$ cat src/rtl/dlx_decode.sv
// dlx_decode: decode/operand-fetch stage of the DLX pipeline.
// Latches one instruction from fetch and decodes its source and destination
// fields. It drives the register-file read ports, stalls on RAW/WAW hazards
// against a 32-entry in-flight scoreboard, forwards same-cycle writeback data,
// and presents the decoded operand bundle to execute with valid/ready.
module dlx_decode (
  input  logic        clk,
  input  logic        reset,
  input  logic        in_valid,
  output logic        in_ready,
  input  logic [31:0] in_instr,
  input  logic [31:0] in_pc,
  output logic [4:0]  Rs1,
  output logic [4:0]  Rs2,
  input  logic [31:0] S1,
  input  logic [31:0] S2,
  input  logic        wb_enable,
  input  logic [4:0]  wb_rd,
  input  logic [31:0] wb_data,
  output logic        out_valid,
  input  logic        out_ready,
  output logic [5:0]  out_opcode,
  output logic [10:0] out_func,
  output logic [31:0] out_a,
  output logic [31:0] out_b,
  output logic [31:0] out_imm,
  output logic [4:0]  out_rd,
  output logic [31:0] out_pc
);

  typedef enum logic [1:0] {IDLE, CHECK, CAPT, VALID} state_t;

  state_t      state, state_nx;
  logic [31:0] ir, pc_q;
  logic [31:0] busy, busy_nx;
  logic        fwd1, fwd2;
  logic [31:0] fwd_data;

  logic [5:0]  opcode;
  logic        use1, use2;
  logic [4:0]  dest;
  logic [31:0] imm;
  logic [31:0] clr_mask, eff_busy;
  logic        hazard;

  // Field decode of the latched instruction word.
  // NOTE: every always_comb output gets a default first so no path leaves it
  // unassigned; an unassigned path would infer a latch.
  always_comb begin
    opcode = ir[31:26];
    use1   = 1'b1;
    use2   = 1'b0;
    dest   = ir[20:16];
    case (opcode)
      6'h00:               begin use2 = 1'b1; dest = ir[15:11]; end
      6'h28, 6'h29, 6'h2B: begin use2 = 1'b1; dest = 5'd0;      end
      6'h04, 6'h05, 6'h12: dest = 5'd0;
      6'h02:               begin use1 = 1'b0; dest = 5'd0;      end
      6'h03:               begin use1 = 1'b0; dest = 5'd31;     end
      6'h13:               dest = 5'd31;
      default:             ;
    endcase
    if (opcode == 6'h02 || opcode == 6'h03)
      imm = {{6{ir[25]}}, ir[25:0]};
    else
      imm = {{16{ir[15]}}, ir[15:0]};
  end

  // Unused sources read r0, so they can never hit a busy bit or forward.
  assign Rs1 = use1 ? ir[25:21] : 5'd0;
  assign Rs2 = use2 ? ir[20:16] : 5'd0;

  // A writeback landing this cycle no longer blocks; busy[0] is always 0.
  assign clr_mask = (wb_enable && wb_rd != 5'd0) ? (32'd1 << wb_rd) : 32'd0;
  assign eff_busy = busy & ~clr_mask;
  assign hazard   = eff_busy[Rs1] | eff_busy[Rs2] | eff_busy[dest];

  assign in_ready  = (state == IDLE);
  assign out_valid = (state == VALID);

  // Next-state and scoreboard update; a same-cycle set beats the clear.
  always_comb begin
    state_nx = state;
    busy_nx  = busy & ~clr_mask;
    case (state)
      IDLE:  if (in_valid) state_nx = CHECK;
      CHECK: if (!hazard) begin
        state_nx = CAPT;
        if (dest != 5'd0) busy_nx[dest] = 1'b1;
      end
      CAPT:  state_nx = VALID;
      VALID: if (out_ready) state_nx = IDLE;
      default: state_nx = IDLE;
    endcase
    busy_nx[0] = 1'b0;
  end

  // State, scoreboard, latched instruction and forwarding capture.
  // NOTE: sequential state uses non-blocking assignments so every flop
  // samples pre-edge values regardless of statement order.
  always_ff @(posedge clk or posedge reset) begin
    if (reset) begin
      state    <= IDLE;
      busy     <= '0;
      ir       <= '0;
      pc_q     <= '0;
      fwd1     <= 1'b0;
      fwd2     <= 1'b0;
      fwd_data <= '0;
    end else begin
      state <= state_nx;
      busy  <= busy_nx;
      if (state == IDLE && in_valid) begin
        ir   <= in_instr;
        pc_q <= in_pc;
      end
      if (state == CHECK && !hazard) begin
        fwd1     <= wb_enable && (wb_rd == Rs1) && (Rs1 != 5'd0);
        fwd2     <= wb_enable && (wb_rd == Rs2) && (Rs2 != 5'd0);
        fwd_data <= wb_data;
      end
    end
  end

  // Operand bundle, registered in CAPT and held stable through VALID.
  always_ff @(posedge clk or posedge reset) begin
    if (reset) begin
      out_opcode <= '0;
      out_func   <= '0;
      out_a      <= '0;
      out_b      <= '0;
      out_imm    <= '0;
      out_rd     <= '0;
      out_pc     <= '0;
    end else if (state == CAPT) begin
      out_opcode <= opcode;
      out_func   <= (opcode == 6'h00) ? ir[10:0] : 11'd0;
      out_a      <= fwd1 ? fwd_data : S1;
      out_b      <= fwd2 ? fwd_data : S2;
      out_imm    <= imm;
      out_rd     <= dest;
      out_pc     <= pc_q;
    end
  end

endmodule

$ cat config.mk
export PLATFORM = sky130hd
export DESIGN_NAME = dlx_decode
export DESIGN_NICKNAME = d
export VERILOG_FILES = /design/src/rtl/dlx_decode.sv
export SDC_FILE = /design/constraint.sdc
export NUM_CORES = 1
export LEC_CHECK = 0
export ABC_CLOCK_PERIOD_IN_PS = 14400
export CAP_MARGIN = 15
export CELL_PAD_IN_SITES_DETAIL_PLACEMENT = 0
export CELL_PAD_IN_SITES_GLOBAL_PLACEMENT = 1
export CORE_MARGIN = 8
export CORE_UTILIZATION = 30
export CTS_BUF_LIST = sky130_fd_sc_hd__clkbuf_2
export DETAILED_ROUTE_END_ITERATION = 6
export PLACE_DENSITY_LB_ADDON = 0.1
export SLEW_MARGIN = 0
export SYNTH_ARGS = -nofsm -noshare
export SYNTH_HDL_FRONTEND = slang
export SYNTH_SLANG_ARGS = --single-unit
$ cat constraint.sdc
create_clock -name clk -period 14.4 [get_ports clk]
set_input_delay 2.16 -clock clk [delete_from_list [all_inputs] [get_ports clk]]
set_output_delay 2.16 -clock clk [all_outputs]
set_load 0.01 [all_outputs]
==> summary.txt, run 1 <==
Final layout
  • Area grow syn2layout: 35.1%
  • NumNets Final: 1624
  • Ratio of cells with drive above 1 in the final layout: 20.2%
  • Post-route insts no fill: 2043
  • Number of fill cells: 4197
  • Final cell utilization of the core: 40.9%

Synth
  • Synth Flop Type: dfrtp_1
  • Syn avg cell area: 11.5 um2
  • Ys async rst share: 100%
  • Register area share after synthesis: 54.3%
  • Post-synthesis register bit count: 275
  • Yosys cell types: 65
  • Synth warn: 0
  • Largest family of logic cells by synthesized area: multiplexers
  • Post-synthesis simple-gate area fraction: 8.71%
  • Area of the mapped netlist: 12700 um2
  • Gate Count Post-Synth: 1104
  • Mapped Nets: 1278
  • Synth Area in Compound Gates: 12.4%
  • Post-synth EDFFs: 0
  • Synth Area in Adders: 0.395%
  • Post-synthesis xor/xnor area fraction: 0.553%
  • Post-synthesis mux area share: 19.6%

Flow run
  • Max-capacitance violation count: 0

Placed design
  • DP Wirelength: 31800 um
  • Placed insts: 1906
  • IO Port Bufs: 331
  • Final RePlAce weighted congestion: 0.914

GRT
  • Gr ovfl total: 0
  • Total GRT Usage: 18.0%
  • Initial antenna violation count: 7
  • Vias in the first global route: 10600
  • Largest net degree at the start of global routing: 105
  • First-pass GRT wire length: 68100 um

STA
  • Slew margin rel.: 30.3%
  • Max Slew Vio Count: 0
  • Maximum clock rate: 170 MHz
  • Layout Skew: 59.7 ps
  • Setup TNS: 0 ps
  • Final setup fails: 0
  • Worst-Margin Slew: 1040 ps
  • RSZ-0062 raised after global routing: false
  • Tmin final: 5890 ps
  • Count of final hold-check violations: 0
  • Period utilization: 40.9%

Run status
  • Outcome: completed

Die
  • Die area: 49100 um2
  • Die W: 221 um
  • Core Rows: 75
  • Core area: 41900 um2
  • Starting Density: 30.3%
  • Die H: 221 um
  • IO Pins: 332

Clock tree
  • Worst skew pair latency: 920 ps
  • Clk buf depth: 3
  • Clock Pin Slew Worst Setup and Hold Paths: 100 ps
  • Setup Buffers After CTS: 0
  • CTS tree: yes
  • Clk sinks: 275
  • H-tree levels: 3
  • Total CTS buffers: 81
  • Cts repair resizes: 0
  • CTS root buffer: clkbuf_2
  • Hold Buf Count CTS: 0

Setup path
  • Cells along the critical path: clkdlybuf4s50_1 -> nand4b_1 -> o21ai_0 -> mux2i_1 -> a211oi_1 -> a2111oi_0 -> o32ai_1 -> nand2_1 -> or4_1 -> buf_16 -> o31ai_1
  • Largest stage delay on the critical path: 790 ps
  • Crit Path Category: in2reg
  • Startpoint Class: primary input
  • CP max-delay cell: clkdlybuf4s50_1
  • FF-to-FF setup slack: 9800 ps
  • CP Max Fanout: 19
  • Buffers & Inverters on Critical Path: 2
  • Critical path's top delay family: compound AO/OA/AOI/OAI gates
  • Critical path arrival: 6700 ps
  • FF-to-FF Start: ir[31]
  • CP startpoint: wb_rd[1]
  • Crit end category: flip-flop
  • Worst EP required: 15210 ps

Detailed routing
  • TritonRoute pass-1 iters: 5
  • DR vias/cell: 4.94
  • Vias: 10100
  • DRC viols: 0
  • Total routed wirelength: 45100 um
  • Antenna-violating nets left: 0
  • Wire length per cell: 22.1 um
  • Drt initial violations: 541

Min path
  • HP Start: ir[6]
  • Hold crit path type: reg2reg

Power
  • PD cells: 233 nW/um2
  • Power, Total: 3.98 mW
  • Worst VDD drop: 0.0000897 V
  • Static leakage: 6.98 nW
per-stage QoR:
stage	area, um2	worst slack [ps]	hold slack [ps]
final	17100	8510	468
after global routing	17100	8380	507
after global placement	16400	7510	479
after CTS	17100	8690	476
after detailed placement	16400	7630	487
after floorplan	12700	4660	463
routing by layer:
| metal | routed length [um] | GRT usage, % |
|---|---|---|
| met3 | 4590 | 8.28 |
| met1 | 18200 | 21.1 |
| met2 | 20800 | 28.4 |
| met5 | 73 | 0 |
| met4 | 1450 | 7.27 |
layout by cell type (no fill, tap or decap), drive strengths merged, types with 7 or more instances in the layout:
cell,instances
mux2,149
nor3,19
mux2i,76
dfrtp,275
and2,8
nand2b,7
clkdlybuf4s50,331
o31ai,35
clkbuf,118
or3,7
xnor2,8
clkinv,13
o211ai,7
nand2,31
nand3,12
o22ai,14
o21ai,53
inv,39
nor2,101
buf,11
a21oi,105
nor4,7
tightest hold or removal path, delay by kind of cell (launching register included):
kind             cells  cell delay (ps)
AND/OR/NAND/NOR      1               70
AO/OA/AOI/OAI        1               70
flip-flops           1              350
power breakdown:
group          internal, mW  switching, mW  total (mW)  leakage [nW]
Sequential             1.14          0.268        1.41          3.27
Combinational         0.954           1.04        1.99          3.18
Clock                 0.233          0.349       0.583         0.532
Total                  2.33           1.65        3.98          6.98
Yosys cell counts (4+ instances only):
cell	n	share of area [%]
o22ai_1	14	0.69
o2111ai_1	5	0.35
ha_1	4	0.40
and2_1	6	0.30
xnor2_1	8	0.55
nor4_1	5	0.25
or4_1	4	0.24
o31ai_1	33	2.0
and3_1	4	0.20
buf_6	4	0.36
mux2_2	148	13
nor3_1	19	0.75
buf_4	7	0.41
nand2b_1	7	0.35
or3_1	7	0.35
o311ai_0	4	0.28
clkbuf_1	51	1.5
buf_2	11	0.43
nor2_1	100	3.0
mux2i_1	76	6.0
dfrtp_1	275	54
nand2_1	30	0.89
nand3_1	12	0.47
a21oi_1	104	4.1
buf_1	6	0.18
o21ai_0	50	2.0
o211ai_1	7	0.41
inv_1	38	1.1
a211oi_1	6	0.36
path summary, 6_finish.rpt:
path,depth (start not counted),end
setup / recovery,11,busy[11]
hold / removal,2,out_imm[6]
setup reg to reg,10,busy[11]
hold reg to reg,2,out_imm[6]
max in group asynchronous,4,out_b[27]
min in group asynchronous,2,out_pc[25]
cell families after synthesis:
group                      count (synthesis)
DFF                                      275
xor gates and xnor gates                   8
buffers and inverters                    117
AOI/OAI and AO/OA                        255
adders and majority gates                  4
muxes                                    227
and+or+nand+nor                          218
flip-flops by register name, summed over array words and instances, names as in the netlist:
name        cells
fwd_data       32
ir             32
out_a          32
out_b          32
out_pc         32
pc_q           32
busy           31
out_imm        26
out_func       11
out_opcode      6
out_rd          5
state           2
fwd1            1
fwd2            1
layout make-up:
| cell class | instances | area, um2 | share of cell area [%] |
|---|---|---|---|
| inverters | 38 | 150 | 0.877 |
| flip-flops and latches | 275 | 6880 | 40.2 |
| diodes | 2 | 5.00 | 0.0292 |
| well taps | 539 | 674 | 3.94 |
| clock inverters | 17 | 98.8 | 0.578 |
| clock buffers | 118 | 591 | 3.45 |
| repair buffers | 342 | 3420 | 20.0 |
| multi-input cells | 712 | 5300 | 30.9 |
Note: power is estimated with default switching activity, not from simulation.
==> run 2: changes to the inputs <==
- ABC_CLOCK_PERIOD_IN_PS: 14400 -> 4900
- clock period: 14.4 -> 4.9 ns (I/O delays scaled with it)
==> run 2 against run 1 <==
  * Critical path depth decreased by 1
  * First-iteration DRC count increased by 18%
  * Global-route usage decreased by 0.20 points
  * Final cell count increased by 1.3%
  * Power increased to 3.0 times the previous value
  * Cell area increased by 1.2%
  * Critical endpoint is now busy[7]
  * Highest routed layer unchanged
==> summary.txt, run 2 (synthesis gave the netlist of run 1 again) <==
STA
  • Count of final hold-check violations: 0 (unchanged)
  • Worst-Margin Slew: 980 ps (was 1040 ps)
  • Final setup fails: 0 (unchanged)
  • Maximum clock rate: 240 MHz
  • Max Slew Vio Count: 0 (unchanged)
  • Period utilization: 85.0%
  • Setup TNS: 0 ps (unchanged)
  • Tmin final: 4170 ps
  • RSZ-0062 raised after global routing: false (unchanged)
  • Slew margin rel.: 34.7% (was 30.3%)
  • Layout Skew: 64.4 ps (was 59.7 ps)

Detailed routing
  • DRC viols: 0 (unchanged)
  • Vias: 10300 (was 10100)
  • TritonRoute pass-1 iters: 5 (unchanged)
  • Drt initial violations: 641 (was 541)
  • Wire length per cell: 21.5 um (was 22.1 um)
  • Total routed wirelength: 44600 um (was 45100 um)
  • DR vias/cell: 4.97 (was 4.94)
  • Antenna-violating nets left: 0 (unchanged)

Power
  • Worst VDD drop: 0.000346 V (was 0.0000897 V)
  • Sequential Power Share: 35.3% (was 35.4%)
  • Switch share: 41.1% (was 41.5%)
  • Power, Total: 11.8 mW (was 3.98 mW)
  • Clock power frac: 14.6% (about the same)
  • P_int: 6.95 mW (was 2.33 mW)
  • Static leakage: 7.10 nW (was 6.98 nW)
  • Switching Power: 4.84 mW (was 1.65 mW)
  • PD cells: 680 nW/um2 (was 233 nW/um2)
  • Combinational group share of total power: 50.1% (was 50.0%)

Setup path
  • Largest stage delay on the critical path: 700 ps (was 790 ps)
  • Crit end category: flip-flop (unchanged)
  • Critical path arrival: 4950 ps (was 6700 ps)
  • FF-to-FF Start: ir[29] (was ir[31])
  • Worst EP required: 5680 ps (was 15210 ps)
  • CP dominant cell by count: or4_1
  • CP max-delay cell: or4_1 (was clkdlybuf4s50_1)
  • CP startpoint: ir[29] (was wb_rd[1])
  • CP Max Fanout: 31 (was 19)
  • Startpoint Class: flip-flop (was primary input)
  • Crit Path Category: reg2reg (was in2reg)
  • Cells along the critical path: or3_1 -> nor4_4 -> a21o_1 -> nor2_8 -> mux2_1 -> a211oi_1 -> or4_1 -> or4_1 -> buf_4 -> o31ai_1 (was clkdlybuf4s50_1 -> nand4b_1 -> o21ai_0 -> mux2i_1 -> a211oi_1 -> a2111oi_0 -> o32ai_1 -> nand2_1 -> or4_1 -> buf_16 -> o31ai_1)

Clock tree
  • Clk sinks: 275 (unchanged)
  • Clock Pin Slew Worst Setup and Hold Paths: 100 ps (about the same)
  • Total CTS buffers: 83 (was 81)
  • CTS root buffer: clkbuf_2 (unchanged)
  • H-tree levels: 3 (unchanged)
  • Setup Buffers After CTS: 0 (unchanged)
  • CTS tree: yes (unchanged)
  • Worst skew pair latency: 930 ps (was 920 ps)
  • Clk buf depth: 3 (unchanged)

GRT
  • Initial antenna violation count: 7 (unchanged)
  • Gr ovfl total: 0 (unchanged)
  • Largest net degree at the start of global routing: 135 (was 105)
  • Total GRT Usage: 17.8% (was 18.0%)
  • First-pass GRT wire length: 68000 um (was 68100 um)
  • Vias in the first global route: 10800 (was 10600)

Flow run
  • Max-capacitance violation count: 0 (unchanged)

Die
  • Core area: 41900 um2 (unchanged)
  • IO Pins: 332 (unchanged)
  • Starting Density: 30.3% (unchanged)
  • Die H: 221 um (unchanged)
  • Die area: 49100 um2 (unchanged)
  • Core Rows: 75 (unchanged)
  • Die W: 221 um (unchanged)

Final layout
  • NumNets Final: 1650 (was 1624)
  • Area grow syn2layout: 36.7% (was 35.1%)
  • Commonest non-fill, non-tap cell in the layout: clkdlybuf4s50_1 (unchanged)
  • Most frequent cells in the layout: clkdlybuf4s50_1 (331), dfrtp_1 (273), mux2_2 (148), clkbuf_2 (120), a21oi_1 (104) (was clkdlybuf4s50_1 (331), dfrtp_1 (273), mux2_2 (148), clkbuf_2 (118), a21oi_1 (104))
  • Ratio of cells with drive above 1 in the final layout: 21.6% (was 20.2%)
  • Post-route insts no fill: 2069 (was 2043)

Min path
  • Hold crit path type: in2reg (was reg2reg)
  • HP Start: wb_data[3] (was ir[6])

Placed design
  • Placed insts: 1929 (was 1906)
  • IO Port Bufs: 331 (unchanged)
  • DP Wirelength: 31500 um (was 31800 um)
  • Final RePlAce weighted congestion: 0.889 (was 0.914)

Run status
  • Outcome: completed (unchanged)
[run 2: path summary, 6_finish.rpt]
path	to	slack (ps)	cells past startpoint
setup / recovery	busy[7]	730	10
hold / removal	fwd_data[3]	410	2
setup reg to reg	busy[7]	730	10
hold reg to reg	out_pc[19]	460	1
max in group asynchronous	out_pc[27]	2940	4
min in group asynchronous	out_opcode[4]	680	3
[run 2: through the flow]
step                instance area (um2)  setup WS, ps  utilization (%)  hold WS (ps)
floorplan                         12700           528                -           463
global placement                  16600           326             39.7           481
detailed placement                16600           258             39.7           485
CTS                               17300           620             41.4           210
global route                      17300           440             41.4           255
finish                            17300           734             41.4           410
[run 2: routing by layer]
layer / GRT usage [%] / part of all wire (%) / up-vias
li1: - / - / 4778
met1: 21.0 / 40 / 5020
met2: 28.5 / 47 / 384
met3: 8.11 / 10 / 94
met4: 5.94 / 2.4 / 12
met5: 0 / 0.18 / -
[run 2: power groups by stage]
| stage | sequential [mW] | clock (mW) | combinational, mW |
|---|---|---|---|
| after floorplan | 4.18 | 0 | 3.29 |
| after global placement | 4.18 | 0 | 5.95 |
| after detailed placement | 4.20 | 0 | 5.96 |
| after CTS | 4.17 | 1.84 | 5.98 |
| after global routing | 4.32 | 1.95 | 6.41 |
| final | 4.16 | 1.72 | 5.90 |
[run 2: critical path: cells and delay by family, from the launching register on]
kind,cells,cell delay (ps)
AO/OA/AOI/OAI,3,870
multiplexers,1,230
AND/OR/NAND/NOR,5,2170
flip-flops,1,490
buffers and inverters,1,260
[run 2: final cells by class]
type | instances | area [um2]
diodes | 2 | 5.00
clock buffers | 120 | 601
clock inverters | 17 | 96.3
fillers | 4175 | 24500
inverters | 38 | 146
multi-input cells | 712 | 5300
flip-flops and latches | 275 | 6880
well taps | 539 | 674
repair buffers | 366 | 3620
[run 2: repair_timing]
action | 4_1_cts | 5_1_grt
endpoints found under the setup margin | 0 | 0
hold buffers | 1 | 0
endpoints found under the hold margin | 10 | 0
gates resized for setup | 0 | 0
